==> src/rtl/half_sum_serial_ctrl.sv <==
// Bit-serial WIDTH-bit adder that reuses one half adder twice per bit, LSB first.
// Optional subtract mode is enabled by defining HALF_SUM_SERIAL_SUB_EN.

module half_sum_func (
    input  logic a,
    input  logic b,
    output logic s,
    output logic cout
);
    assign s    = a ^ b;
    assign cout = a & b;
endmodule

module half_sum_serial_ctrl #(
    parameter int WIDTH = 8
) (
    input  logic             clk,
    input  logic             rst_n,
    input  logic             start,
    input  logic [WIDTH-1:0] a_in,
    input  logic [WIDTH-1:0] b_in,
    input  logic             cin,
`ifdef HALF_SUM_SERIAL_SUB_EN
    input  logic             sub,
`endif
    output logic             ready,
    output logic             done,
    output logic [WIDTH-1:0] sum,
    output logic             cout
);

    typedef enum logic [1:0] {IDLE, PH1, PH2, DONE} state_t;

    state_t           state_reg, state_next;
    logic [WIDTH-1:0] a_reg, b_reg;
    logic [WIDTH-1:0] mask_reg;
    logic [WIDTH-1:0] res_reg;
    logic [WIDTH-1:0] sum_reg;
    logic             carry_reg, s1_reg, c1_reg, cout_reg;

    logic             ha_a, ha_b, q_s, q_cout;
    logic             last_bit;
    logic [WIDTH-1:0] res_wr;
    logic [WIDTH-1:0] b_load;
    logic             carry_load;

`ifdef HALF_SUM_SERIAL_SUB_EN
    // Two's-complement subtract: A + ~B + 1
    assign b_load     = sub ? ~b_in : b_in;
    assign carry_load = sub ? 1'b1 : cin;
`else
    assign b_load     = b_in;
    assign carry_load = cin;
`endif

    half_sum_func u_ha (
        .a    (ha_a),
        .b    (ha_b),
        .s    (q_s),
        .cout (q_cout)
    );

    // One-hot mask selects the current bit, so no counter arithmetic is needed
    assign last_bit = mask_reg[WIDTH-1];
    assign res_wr   = (res_reg & ~mask_reg) | (q_s ? mask_reg : '0);

    always_comb begin
        state_next = state_reg;
        ha_a       = 1'b0;
        ha_b       = 1'b0;
        case (state_reg)
            IDLE: begin
                if (start) state_next = PH1;
            end
            PH1: begin
                ha_a       = |(a_reg & mask_reg);
                ha_b       = |(b_reg & mask_reg);
                state_next = PH2;
            end
            PH2: begin
                ha_a       = s1_reg;
                ha_b       = carry_reg;
                state_next = last_bit ? DONE : PH1;
            end
            DONE: begin
                state_next = IDLE;
            end
            default: state_next = IDLE;
        endcase
    end

    always_ff @(posedge clk or negedge rst_n) begin
        if (!rst_n) state_reg <= IDLE;
        else        state_reg <= state_next;
    end

    always_ff @(posedge clk or negedge rst_n) begin
        if (!rst_n) begin
            a_reg     <= '0;
            b_reg     <= '0;
            mask_reg  <= '0;
            res_reg   <= '0;
            sum_reg   <= '0;
            carry_reg <= 1'b0;
            s1_reg    <= 1'b0;
            c1_reg    <= 1'b0;
            cout_reg  <= 1'b0;
        end else begin
            case (state_reg)
                IDLE: begin
                    if (start) begin
                        a_reg     <= a_in;
                        b_reg     <= b_load;
                        carry_reg <= carry_load;
                        mask_reg  <= WIDTH'(1);
                        res_reg   <= '0;
                    end
                end
                PH1: begin
                    s1_reg <= q_s;
                    c1_reg <= q_cout;
                end
                PH2: begin
                    res_reg   <= res_wr;
                    carry_reg <= c1_reg | q_cout;
                    if (last_bit) begin
                        sum_reg  <= res_wr;
                        cout_reg <= c1_reg | q_cout;
                    end else begin
                        mask_reg <= mask_reg << 1;
                    end
                end
                default: ;
            endcase
        end
    end

    assign ready = (state_reg == IDLE);
    assign done  = (state_reg == DONE);
    assign sum   = sum_reg;
    assign cout  = cout_reg;

endmodule

==> config.mk <==
export PLATFORM = sky130hd
export DESIGN_NAME = half_sum_serial_ctrl
export DESIGN_NICKNAME = d
export VERILOG_FILES = /design/src/rtl/half_sum_serial_ctrl.sv
export SDC_FILE = /design/constraint.sdc
export NUM_CORES = 1
export LEC_CHECK = 0
export ABC_AREA = 1
export ABC_CLOCK_PERIOD_IN_PS = 3700
export CAP_MARGIN = 40
export CORE_ASPECT_RATIO = 1.75
export CORE_MARGIN = 3
export CORE_UTILIZATION = 35
export CTS_CLUSTER_DIAMETER = 80
export DETAILED_ROUTE_END_ITERATION = 10
export SYNTH_ARGS = -nofsm -noshare
export SYNTH_HDL_FRONTEND = slang
export SYNTH_SLANG_ARGS = --single-unit
==> constraint.sdc <==
create_clock -name clk -period 3.7 [get_ports clk]
set_clock_uncertainty 0.15 [all_clocks]
set_input_delay 0.555 -clock clk [delete_from_list [all_inputs] [get_ports clk]]
set_output_delay 0.555 -clock clk [all_outputs]
set_load 0.01 [all_outputs]
== After elaboration in Yosys (flattened, before gate mapping) ==
Cells that the tools add are included.

* Equal/unequal tests: 5
* Mux-type cells: 13
* Reduce and logical (&&, ||, !) cells: 8
* Bitwise operators: 8

{| class="wikitable"
|+ Operators with widths
! kind !! count
|-
| two-way mux 8 bit || 4
|-
| case mux 8 bit (2 select lines) || 2
|-
| bitwise AND 8 bit || 3
|-
| OR reduction 8 bit || 2
|-
| NOT 8 bit || 1
|-
| OR 8 bit || 1
|-
| case mux 2 bit (4 select lines) || 1
|-
| case mux 1 bit (2 select lines) || 3
|-
| AND reduction 2 bit || 3
|-
| == test 2 bit (second input constant) || 2
|-
| two-way mux 2 bit || 2
|-
| inequality test 2 bit (second input constant) || 2
|-
| AND reduction 3 bit || 1
|-
| == test 2 x 1 -> 1 bit (second input constant) || 1
|-
| logical NOT 2 bit || 1
|-
| nonzero test 2 bit || 1
|-
| bitwise AND 1 bit || 1
|-
| two-way mux 1 bit || 1
|-
| OR 1 bit || 1
|-
| XOR 1 bit || 1
|}

* Register bits: 46
* Input port bits: 20
* Output and inout port bits: 11
* Word-level logic and storage cells: 45

== Logic depth before layout (Yosys ltp) ==
* Depth after elaboration: 7
* Depth in mapped cells: 12
* Mapped depth without buffers: 11

== By module ==
A second synthesis with hierarchy kept.

* Cell total of the unflattened synthesis: 234
* Area total of the unflattened synthesis: 2042.0 um^2

{| class="wikitable"
|+ Modules (own cells, without submodules)
! module !! cells each !! seq. area each (um^2) !! area an instance (um^2) !! instances
|-
| half_sum_serial_ctrl || 233 || 1126.1 || 2029.4 || 1
|-
| half_sum_func || 1 || 0.0 || 12.5 || 1
|}

== Least setup slack after synthesis ==
OpenSTA, ideal clock, no wires.

* Path type: flip-flop to flip-flop
* Start point: reg state_reg[0]
* End point: reg res_reg[6]
* Path buffers: 2
* Stages on the path, launching flop included: 12
* Setup slack: 1.781 ns
* Arrival: 1.643 ns
* Data required time: 3.424 ns
* Library setup time: 0.126 ns
* Period minus slack after synthesis: 1.919 ns
* Cells stage by stage: dfrtp_1 -> inv_1 -> ha_1 -> buf_6 -> nand2_1 -> a21oi_1 -> ha_1 -> clkbuf_1 -> nand2_1 -> o21ai_0 -> nand3_1 -> o21ai_0

* Word-level cells in the longest chain between the ends: 6
* Elaborated cells between the ends (all ways): 12
* Classes of those cells: eq/ne: 3; mux: 4; bitwise: 2; reduce/logical: 3

{| class="wikitable"
|+ RTL lines
! element !! RTL line !! text
|-
| from (decl) || 34 || <nowiki>state_t state_reg, state_next;</nowiki>
|-
| from (signal assigned) || 94 || <nowiki>else state_reg <= state_next;</nowiki>
|-
| == test 2 bit or == test 2 x 1 -> 1 bit (tied branches) || 71 || <nowiki>case (state_reg)</nowiki>
|-
| case mux 1 bit (2 select lines) || 71 ||
|-
| XOR 1 bit (*) || 10 || <nowiki>assign s = a ^ b;</nowiki>
|-
| net q_s || 41 || <nowiki>logic ha_a, ha_b, q_s, q_cout;</nowiki>
|-
| two-way mux 8 bit (*) || 65 || <nowiki>assign res_wr = (res_reg & ~mask_reg) | (q_s ? mask_reg : '0);</nowiki>
|-
| OR 8 bit (*) || 65 ||
|-
| case mux 8 bit (2 select lines) (*) || 109 || <nowiki>case (state_reg)</nowiki>
|-
| to (signal assigned) || 124 || <nowiki>res_reg <= res_wr;</nowiki>
|-
| to (decl) || 37 || <nowiki>logic [WIDTH-1:0] res_reg;</nowiki>
|}

The timed path passes the listed nets; every way through them passes the cells marked *.
A chain may end at the register's enable or synchronous reset.

== Worst setup path after layout ==
* Start point: reg state_reg[0]
* End point: out ready

* Word-level cells in the longest chain between the ends: 1

{| class="wikitable"
|+ RTL lines
! element !! RTL line !! text
|-
| logical NOT 2 bit || 138 || <nowiki>assign ready = (state_reg == IDLE);</nowiki>
|-
| to (decl) || 26 || <nowiki>output logic ready,</nowiki>
|}

Every way passes these cells.

==> run summary <==
routed wire length per instance -> 12.2 um
TritonCTS clock tree -> yes
fill count -> 571
fin cells -> 341
Crit path max-delay family -> buffers and inverters
drt first-iter violations -> 36
HPWL after DPL -> 3090 um
synthesized instance count -> 235
clk sink count -> 45
CP arrival -> 1700 ps
detailed-route DRC error count -> 0
Port Buf Inserts -> 30
drt pass-1 iters -> 4
die area -> 0.00673 mm2
number of synthesized register bits -> 45
max-slew violations -> 0
CP max FO -> 4
proportion of layout cells with a drive suffix above 1 -> 0.0637
hold_buf cts -> 0
core area -> 0.00543 mm2
PostCTS Resize Cnt -> 0
remaining global-route overflow -> 0
Seq/Total Area, Yosys -> 0.560
GRT Total Usage -> 0.136
vias per inst -> 4.57
leak pwr -> 1.25 nW
routability cong. -> 0.783
Least-Margin Pin Slew -> 492 ps
Setup TNS -> 0 ps
vias -> 1560
crit-path max cell delay -> 570 ps
largest net degree at the start of global routing -> 29
H-tree levels -> 2
Cell Area, Synth -> 0.00201 mm2
antenna violations before repair -> 0
crit path launch type -> flop
critical path class -> flop to primary output
first-pass GRT wire length -> 7040 um
Unique masters post-synth -> 21
MaxCap Viol Count -> 0
dpl cell area -> 0.00237 mm2
Final setup viols -> 0
initial core utilization -> 0.371
slew margin rel. -> 0.670
NumNets Final -> 292
placed cell count -> 333
Worst-path clk slew -> 90 ps
Mapped Nets -> 261
Hold Path Class -> primary input to async pin
CP Cell Sequence -> inv_1 -> ha_1 -> clkdlybuf4s50_1
unrepaired setup endpoints after global routing -> false
CP endpoint kind -> primary output
Fmax -> 415 MHz
Post-CTS Setup Inserts -> 0
Crit-path slowest cell -> clkdlybuf4s50_1
Mean Syn Cell Area -> 8.56 um2
die extent in x -> 63.3 um
Layout area overhead -> 24.8%
WP buf/inv -> 2
row count -> 35
Routed WL -> 4180 um
fin crit period -> 2410 ps
Bufs on Longest Clock Path -> 2
PD cells -> 819 mW/mm2
worst-skew pair later-pin latency -> 300 ps
Die Ht -> 106 um
IO Count -> 31
outcome -> completed
Peak supply drop -> 0.261 mV
vias in the first global route -> 1509
CTS Buf Count -> 5
total number of yosys warnings -> 0
Finished Cell Area -> 0.00251 mm2
root buf cell -> clkbuf_8
number of routed nets with antenna violations -> 0
worst endpoint required time -> 2990 ps
Hold Fails Final Rpt -> 0
fin crit share -> 0.651
ant diodes -> 0
## routing by layer
metal / part of all wire / global-route usage / wire, um / up-vias
li1: - / - / - / 803
met1: 0.40 / 0.140 / 1660 / 726
met2: 0.55 / 0.257 / 2300 / 25
met3: 0.030 / 0.0264 / 126 / 6
met4: 0.022 / 0.0649 / 91 / 0
met5: 0 / 0 / 0 / -
## cell usage after synthesis (all sizes together)
library cell	count	area, um2
o22ai	11	68.8
a21oi	6	33.8
and2	1	6.26
mux2	2	22.5
nand3	3	15.0
dfrtp	45	1130
clkinv	1	3.75
ha	6	75.1
nor2	7	26.3
clkbuf	2	7.51
a31oi	2	12.5
buf	5	40.0
inv	20	75.1
nand2	104	395
o21ai	20	104
## metrics by stage
stage          power, mW  utilization  hold slack (ps)  setup WS (ps)
2_1_floorplan       1.38            -              109           1780
4_1_cts             2.09        0.462             20.4           1250
3_3_place_gp        1.60        0.433              312           1350
5_1_grt             2.22        0.462             34.3           1190
6_report            2.06        0.462             15.4           1290
3_5_place_dp        1.63        0.437              314           1340
## area by class of cell
cell class	instances	area, um2	area share
Clock buffer	5	68.8	0.0274
Clock inverter	3	68.8	0.0274
Inverter	21	78.8	0.0314
Multi-Input combinational cell	162	759	0.303
Sequential cell	45	1130	0.449
Tap cell	74	92.6	0.0369
Timing Repair Buffer	31	315	0.126
## placed cells by master (no fill, tap or decap), drive strengths merged
master and count:
bufinv 2, mux2 2, nand3 3, o22ai 11, dfrtp 45, clkbuf 5, inv 21, nand2 104
o21ai 20, a31oi 2, nor2 7, and2 1, a21oi 6, clkdlybuf4s50 29, ha 6, clkinv 1
buf 2
## final timing paths
path                                     startpoint                       to  slack, ps  cells after the start
setup / recovery           state_reg[0]$_DFFE_PN0P_                    ready       1290                      3
hold / removal                                rst_n   res_reg[4]$_DFFE_PN0P_         20                      1
setup reg to reg           state_reg[0]$_DFFE_PN0P_   res_reg[2]$_DFFE_PN0P_       1450                      7
hold reg to reg                  sum[7]$_DFFE_PN0P_       sum[7]$_DFFE_PN0P_        330                      2
max in group asynchronous                     rst_n  mask_reg[1]$_DFFE_PN0P_       2900                      2
min in group clk                 sum[7]$_DFFE_PN0P_       sum[7]$_DFFE_PN0P_        330                      2
## worst register-to-register path, stage by stage (launching register included)
cell and delay (ps):
dfrtp_1 430, inv_1 130, ha_1 390, nand2_1 100, a21oi_1 170, ha_1 350
o21ai_0 290, o22ai_1 110
## power breakdown
group / switching, mW / leakage (nW) / internal (mW) / total, mW
combinational: 0.473 / 0.595 / 0.318 / 0.790
clock: 0.178 / 0.0687 / 0.272 / 0.450
sequential: 0.127 / 0.584 / 0.688 / 0.816
total: 0.778 / 1.25 / 1.28 / 2.06
## logic make-up after synthesis
| logic type | after synthesis | share of synthesized area |
|---|---|---|
| multiplexers | 2 | 0.0112 |
| flip-flops | 45 | 0.560 |
| AND/OR/NAND/NOR | 115 | 0.220 |
| AO/OA/AOI/OAI | 39 | 0.109 |
| adder cells (fa/ha/maj) | 6 | 0.0373 |
| buffers and inverters | 28 | 0.0628 |
Note: power is estimated with default switching activity, not from simulation.
